[src/rtl/core_sequencer.sv]
// core_sequencer: multi-cycle control FSM for the in-order core.
// Pulses each stage unit in turn, routes by decoded flags, traps/halts/hangs.
module core_sequencer #(
    parameter int TIMEOUT = 1024
) (
    input  logic        clk,
    input  logic        rstn,
    output logic        fetch_enabled,
    input  logic        fetch_completed,
    output logic        decode_enabled,
    input  logic        decode_completed,
    output logic        exec_enabled,
    input  logic        exec_completed,
    output logic        mem_enabled,
    input  logic        mem_completed,
    output logic        write_enabled,
    input  logic        write_completed,
    output logic        trap_enabled,
    input  logic        trap_completed,
    input  logic        is_load,
    input  logic        is_store,
    input  logic        rv32a,
    input  logic        writes_to_reg,
    input  logic        exception,
    input  logic        interrupt_pending,
    input  logic        halt_req,
    output logic        halted,
    output logic        hang,
    output logic [63:0] cycle,
    output logic [63:0] instret
);

    localparam int WW = $clog2(TIMEOUT);
    localparam logic [WW-1:0] WMAX = WW'(TIMEOUT - 1);

    // Stage states come first so the state value doubles as the enable bit index.
    typedef enum logic [2:0] {
        S_FETCH, S_DECODE, S_EXEC, S_MEM, S_WRITE, S_TRAP, S_HALT, S_HUNG
    } state_t;

    state_t          state_q, state_d;
    logic            issued_q, issued_d;
    logic [WW-1:0]   wcnt_q, wcnt_d;
    logic [5:0]      en_q, en_d;
    logic            halted_q, halted_d;
    logic            hang_q, hang_d;
    logic            retire;
    logic            done;
    logic            need_mem;
    logic [63:0]     cycle_q;
    logic [63:0]     instret_q;

    assign fetch_enabled  = en_q[0];
    assign decode_enabled = en_q[1];
    assign exec_enabled   = en_q[2];
    assign mem_enabled    = en_q[3];
    assign write_enabled  = en_q[4];
    assign trap_enabled   = en_q[5];
    assign halted         = halted_q;
    assign hang           = hang_q;
    assign cycle          = cycle_q;
    assign instret        = instret_q;
    assign need_mem       = is_load | is_store | rv32a;

    // Next-state, pulse, timeout and retire decisions.
    always_comb begin
        state_d  = state_q;
        issued_d = issued_q;
        wcnt_d   = wcnt_q;
        en_d     = '0;
        halted_d = halted_q;
        hang_d   = hang_q;
        retire   = 1'b0;
        done     = 1'b0;
        unique case (state_q)
            S_FETCH:  done = fetch_completed;
            S_DECODE: done = decode_completed;
            S_EXEC:   done = exec_completed;
            S_MEM:    done = mem_completed;
            S_WRITE:  done = write_completed;
            S_TRAP:   done = trap_completed;
            default:  done = 1'b0;
        endcase
        if (state_q == S_HALT) begin
            if (!halt_req) begin
                halted_d = 1'b0;
                state_d  = S_FETCH;
            end
        end else if (state_q == S_HUNG) begin
            issued_d = 1'b0;
        end else if (!issued_q) begin
            en_d     = 6'(1) << state_q;
            issued_d = 1'b1;
            wcnt_d   = '0;
        end else if (en_q == '0) begin
            if (done) begin
                issued_d = 1'b0;
                unique case (state_q)
                    S_FETCH:  state_d = S_DECODE;
                    S_DECODE: state_d = S_EXEC;
                    S_EXEC: begin
                        if (exception)          state_d = S_TRAP;
                        else if (need_mem)      state_d = S_MEM;
                        else if (writes_to_reg) state_d = S_WRITE;
                        else                    retire  = 1'b1;
                    end
                    S_MEM: begin
                        if (exception)          state_d = S_TRAP;
                        else if (writes_to_reg) state_d = S_WRITE;
                        else                    retire  = 1'b1;
                    end
                    S_WRITE: retire  = 1'b1;
                    default: state_d = S_FETCH;
                endcase
            end else if (wcnt_q == WMAX) begin
                hang_d   = 1'b1;
                issued_d = 1'b0;
                state_d  = S_HUNG;
            end else begin
                wcnt_d = wcnt_q + 1'b1;
            end
        end
        if (retire) begin
            if (halt_req) begin
                state_d  = S_HALT;
                halted_d = 1'b1;
            end else if (interrupt_pending) begin
                state_d = S_TRAP;
            end else begin
                state_d = S_FETCH;
            end
        end
    end

    // Control state, registered outputs and the free-running counters.
    always_ff @(posedge clk or negedge rstn) begin
        if (!rstn) begin
            state_q   <= S_FETCH;
            issued_q  <= 1'b0;
            wcnt_q    <= '0;
            en_q      <= '0;
            halted_q  <= 1'b0;
            hang_q    <= 1'b0;
            cycle_q   <= '0;
            instret_q <= '0;
        end else begin
            state_q   <= state_d;
            issued_q  <= issued_d;
            wcnt_q    <= wcnt_d;
            en_q      <= en_d;
            halted_q  <= halted_d;
            hang_q    <= hang_d;
            cycle_q   <= cycle_q + 64'd1;
            instret_q <= instret_q + {63'd0, retire};
        end
    end

endmodule

[config.mk]
export PLATFORM = sky130hd
export DESIGN_NAME = core_sequencer
export DESIGN_NICKNAME = d
export VERILOG_FILES = /design/src/rtl/core_sequencer.sv
export SDC_FILE = /design/constraint.sdc
export NUM_CORES = 1
export LEC_CHECK = 0
export ABC_CLOCK_PERIOD_IN_PS = 3900
export BUFFER_PORTS_ARGS = -buffer_cell sky130_fd_sc_hd__buf_2
export CORE_UTILIZATION = 54
export CTS_CLUSTER_SIZE = 30
export DETAILED_ROUTE_END_ITERATION = 12
export HOLD_SLACK_MARGIN = 0.08
export PLACE_DENSITY = 0.79
export SKIP_CTS_REPAIR_TIMING = 1
export SLEW_MARGIN = 20
export SYNTH_ARGS = -nofsm -noshare
export SYNTH_HDL_FRONTEND = slang
export SYNTH_SLANG_ARGS = --single-unit
export TNS_END_PERCENT = 1
[constraint.sdc]
create_clock -name clk -period 3.9 [get_ports clk]
set_input_delay 0.585 -clock clk [delete_from_list [all_inputs] [get_ports clk]]
set_output_delay 0.585 -clock clk [all_outputs]
set_load 0.05 [all_outputs]
# ---- Word-level counts from Yosys, hierarchy flattened
# Cells that the tools add are included.
dict set report word_totals {
  regBits 150
  elab_cells 81
}
dict set report op_classes {
  addsub 3
  eq_ne 14
  n_shift 1
  n_mux 42
  bitwise 5
  reduce_logical 8
}
# cell n
set ops {}
lappend ops {{$add 64x1->64} 1}
lappend ops {{$add 64x1->64 const B} 1}
lappend ops {{$mux 3} 14}
lappend ops {{$mux 10} 4}
lappend ops {{$mux 1} 18}
lappend ops {{$mux 6} 3}
lappend ops {{$pmux 3 s5} 1}
lappend ops {{$eq 3x3->1 const B} 4}
lappend ops {{$reduce_and 6->1} 2}
lappend ops {{$add 10x1->10 const B} 1}
lappend ops {{$eq 10x10->1 const B} 1}
lappend ops {{$eq 3x2->1 const B} 2}
lappend ops {{$logic_not 6->1} 1}
lappend ops {{$ne 3x3->1 const B} 2}
lappend ops {{$pmux 1 s6} 1}
lappend ops {{$reduce_bool 3->1} 2}
lappend ops {{$shl 1x3->6 const A} 1}
lappend ops {{$reduce_and 5->1} 1}
lappend ops {{$ne 2x2->1 const B} 2}
lappend ops {{$ne 4x4->1 const B} 1}
lappend ops {{$reduce_bool 4->1} 1}
lappend ops {{$eq 3x1->1 const B} 1}
lappend ops {{$logic_not 3->1} 1}
lappend ops {{$not 1->1} 3}
lappend ops {{other kinds (3)} 4}

# ---- Logic depth before layout (Yosys ltp)
dict set report logic_depth {
  word_depth 12
  mapped_depth 13
}

# ---- Least setup slack after synthesis
# OpenSTA, ideal clock, no wires.
dict set report synth_path {
  path_type {reg2reg}
  from {register en_q[3]}
  to {register instret_q[60] (netlist: instret[60])}
  t_arrival_ps 3031
  required_time_ps 3755
  setup_slack_ps 724
  stages_incl_launch_ff 13
  n_path_buf 2
  path_cell_list {dfrtp_1 nor4_1 nor3b_1 o2111a_1 and2_1 ha_1 ha_1 clkbuf_1 and4_1 buf_2 nand2b_1 nor4_1 xor2_1}
}
dict set report synth_between {
  elab_chain_cells 6
}
# item line
set synth_lines {}
lappend synth_lines {{start: declaration} 44} ;# logic [5:0] en_q, en_d;
lappend synth_lines {{start signal: assignment} 150} ;# en_q <= en_d;
lappend synth_lines {{$logic_not 6->1} 95} ;# end else if (en_q == '0) begin
lappend synth_lines {{$mux 1} 95}
lappend synth_lines {{$mux 1} 91} ;# end else if (!issued_q) begin
lappend synth_lines {{$mux 1} 89} ;# end else if (state_q == S_HUNG) begin
lappend synth_lines {{$mux 1} 84} ;# if (state_q == S_HALT) begin
lappend synth_lines {{$add 64x1->64} 154} ;# instret_q <= instret_q + {63'd0, retire};
lappend synth_lines {{end signal: assignment} 154}
lappend synth_lines {{end: declaration} 51} ;# logic [63:0] instret_q;
# Every way passes these cells.
# A chain may end at the register's enable or synchronous reset.

# ---- Final worst setup path
# Ends and elaborated chain as after synthesis.

==> summary.txt <==
Register area share after synthesis: 54.72%
Sequential cell area in the final layout: 0.003754 mm2
Clock Power Share: 41.2%
Kind of capture point of the worst setup path: flop
Detail Route Antenna Nets: 0
Category of the most critical setup path: flop to flop
Combinational Power Share: 15.5%
Final design utilization: 68.88%
Max Root-Sink Buffers: 2
RSZ-0062 raised after global routing: no
Vias in the first global route: 5294
Total routed wirelength: 15340 um
Buffer type at the clock tree root: sky130_fd_sc_hd__clkbuf_16
Portion of total power attributed to sequential cells: 43.3%
Starting density of the core: 56.17%
Clock transition at the registers of the reported paths: 0.06 ns
Top-level I/O count: 151
Gate count of the mapped netlist: 630
Status: complete, no violations
Placed inst area: 0.007795 mm2
Share of flip-flops with an asynchronous set or reset: 100.0%
Final period demand of the worst path: 3.173 ns
Worst Hold Slack: 0.3466 ns
Total internal power: 0.002965 W
Summed instance area of the synthesized netlist: 0.006859 mm2
Number of diodes added for antenna fixing: 0
Initial antenna violation count: 0
Switching fraction of total power: 28.09%
Area grow syn2layout: 22.64%
Leakage power: 4.236 nW
Ratio of final minimum period to clock period: 81.36%
Drt first-iter violations: 406
Clock sinks: 150
Data arrival at the endpoint of the critical path: 3.50 ns
Switch Pwr: 0.001158 W
Aggregate global-route resource usage: 24.83%
Flop-to-flop setup slack: 0.73 ns
Worst reg2reg startpoint: en_q[3]$_DFF_PN0_
DRC Markers: 0
Number of nets at the end of the flow: 807
Routability Congestion: 0.9078
Total number of H-tree levels: 4
Worst VDD drop: 0.4514 mV
DIE AREA: 0.01316 mm2
Worst setup skew after layout: 0.008370 ns
Maximum frequency from static timing analysis: 315.1 MHz
Worst relative slew slack: 36.70%
Flop and latch count out of synthesis: 150
Maximum net fanout on the critical path: 8
Overflow left after global routing: 0
Syn_area_per_cell: 10.89 um2
Setup Viol. Count Final: 0
Net count after synthesis: 649
Maximum number of pins on one net before global-route repair: 127
Number of I/O port buffers: 150
Fraction of layout cells with a size suffix above 1: 23.75%
Core Box Area: 0.01221 mm2
Depth of the most critical reg-to-reg path: 11
Terminus of the critical flop-to-flop path: instret[60]$_DFF_PN0_
DIE WIDTH: 114.7 um
Routed wirelength normalized by instance count: 15.85 um
Worst setup SP type: flop
Warnings, synthesis: 0
Post-synth cell types: 49
Number of rows created at floorplan: 40
Number of hold violations in the final report: 0
Fillcell total: 943
DP HPWL: 10920 um
Clock tree from TritonCTS: yes
Number of iterations in the first detailed-routing pass: 5
Min-delay worst type: input port to async pin
Global-route wire length before repair: 25550 um
Max-slew violations: 0
Vias post-DR: 5405
Max-cap check violation count: 0
Most frequently used flop master after synthesis: sky130_fd_sc_hd__dfrtp_1
TritonCTS Buffers: 17
Mean number of vias per cell: 5.584
Slew at the pin closest to its max-slew limit: 0.9495 ns
Number of enable flip-flop cells after synthesis: 0
Clock latency reported for the late side of the worst-skew pair: 0.41 ns
Die Ht: 114.7 um
Worst endpoint required time: 4.23 ns
Final instance area: 0.008412 mm2
Post-route setup TNS: 0 ns
Power density cells: 490.2 mW/mm2
Highest-count cells in the layout ignoring fill and taps: sky130_fd_sc_hd__dfrtp_1 (150), sky130_fd_sc_hd__buf_2 (149), sky130_fd_sc_hd__xnor2_1 (97)
Most common cell after layout, fill and taps aside: sky130_fd_sc_hd__dfrtp_1
Footprint of the multi-input gates: 0.003022 mm2
[synthesized netlist by cell type, types with 3 or more instances]
cell | n | area (um2)
sky130_fd_sc_hd__nor3_1 | 18 | 90.09
sky130_fd_sc_hd__nand2_1 | 69 | 259.0
sky130_fd_sc_hd__and3_1 | 22 | 137.6
sky130_fd_sc_hd__nand2b_1 | 6 | 37.54
sky130_fd_sc_hd__xor2_1 | 31 | 271.5
sky130_fd_sc_hd__o21ai_0 | 5 | 25.02
sky130_fd_sc_hd__nand4b_1 | 3 | 26.28
sky130_fd_sc_hd__nand4_1 | 31 | 193.9
sky130_fd_sc_hd__ha_1 | 4 | 50.05
sky130_fd_sc_hd__nor4_4 | 3 | 63.81
sky130_fd_sc_hd__clkbuf_1 | 12 | 45.04
sky130_fd_sc_hd__nor2b_1 | 4 | 25.02
sky130_fd_sc_hd__and2_1 | 11 | 68.82
sky130_fd_sc_hd__nand3_1 | 55 | 275.3
sky130_fd_sc_hd__inv_1 | 8 | 30.03
sky130_fd_sc_hd__nor2_1 | 36 | 135.1
sky130_fd_sc_hd__dfrtp_1 | 150 | 3754
sky130_fd_sc_hd__xnor2_1 | 97 | 849.6
sky130_fd_sc_hd__nor4_1 | 9 | 56.30
sky130_fd_sc_hd__nor3b_1 | 3 | 22.52
sky130_fd_sc_hd__and4_1 | 19 | 166.4
[how the worst max path moves through the flow]
stage                           start                     to  slack, ns  depth (start not counted)
floorplan           en_q[3]$_DFF_PN0_  instret[60]$_DFF_PN0_       0.72                         12
finish              en_q[3]$_DFF_PN0_  instret[60]$_DFF_PN0_       0.73                         11
global route        en_q[3]$_DFF_PN0_  instret[60]$_DFF_PN0_       0.45                         11
global placement             is_store  instret[60]$_DFF_PN0_       0.80                         11
CTS                 en_q[3]$_DFF_PN0_  instret[60]$_DFF_PN0_       0.73                         11
detailed placement           is_store  instret[60]$_DFF_PN0_       0.64                         11
[power by group through the flow]
stage	clock network (W)	registers, W	logic, W
after CTS	0.00172	0.00178	0.000643
final	0.00170	0.00178	0.000641
after floorplan	0	0.00182	0.000440
after detailed placement	0	0.00181	0.000639
after global placement	0	0.00180	0.000617
after global routing	0.00180	0.00180	0.000708
[final cells by class]
| type | instances | share of cell area [%] |
|---|---|---|
| Sequential cell | 150 | 44.62 |
| Multi-Input combinational cell | 458 | 35.92 |
| Timing Repair Buffer | 153 | 9.296 |
| Clock buffer | 22 | 5.518 |
| Tap cell | 168 | 2.499 |
| Clock inverter | 9 | 1.785 |
| Inverter | 8 | 0.3570 |
[layer usage]
metal  GRT usage (%)  vias to the layer above  wire (um)  part of all wire [%]
li1                -                     2530          -                     -
met1           30.98                     2681       6382                    42
met2           40.77                      167       7744                    50
met3           7.200                       27        912                   5.9
met4           10.13                        0        301                   2.0
met5               0                        -          0                     0
[cells by family after synthesis]
family                   Yosys count  share of synthesized area, %
buffers and inverters             22                         1.222
AO/OA/AOI/OAI                     26                         2.919
AND/OR/NAND/NOR                  298                         23.77
XOR/XNOR                         128                         16.34
multiplexers                       2                        0.2919
adder cells (fa/ha/maj)            4                        0.7297
flip-flops                       150                         54.72
[worst max-delay path, cell delays in order, from the launching register on]
cell and delay (ns):
sky130_fd_sc_hd__dfrtp_1 0.38, sky130_fd_sc_hd__nor4_1 0.24, sky130_fd_sc_hd__nor3b_1 0.24, sky130_fd_sc_hd__buf_4 0.18, sky130_fd_sc_hd__o2111a_1 0.24, sky130_fd_sc_hd__and2_1 0.22, sky130_fd_sc_hd__ha_1 0.20, sky130_fd_sc_hd__ha_1 0.30
sky130_fd_sc_hd__and4_1 0.42, sky130_fd_sc_hd__nand2b_1 0.16, sky130_fd_sc_hd__nor4_1 0.34, sky130_fd_sc_hd__xor2_1 0.17
[sequential cells by signal, indices dropped and copies added (netlist names)]
register / count
cycle: 64
instret: 64
wcnt_q: 10
en_q: 6
state_q: 3
halted: 1
hang: 1
issued_q: 1
[through the flow]
step                setup slack [ns]  instances  total power (W)
global placement              0.7962        937         0.002415
CTS                           0.7252        968         0.004144
finish                        0.7269        968         0.004123
global route                  0.4501        968         0.004307
floorplan                     0.7237        630         0.002262
detailed placement            0.6361        937         0.002444
No activity file was read; power rests on OpenSTA's default activity.
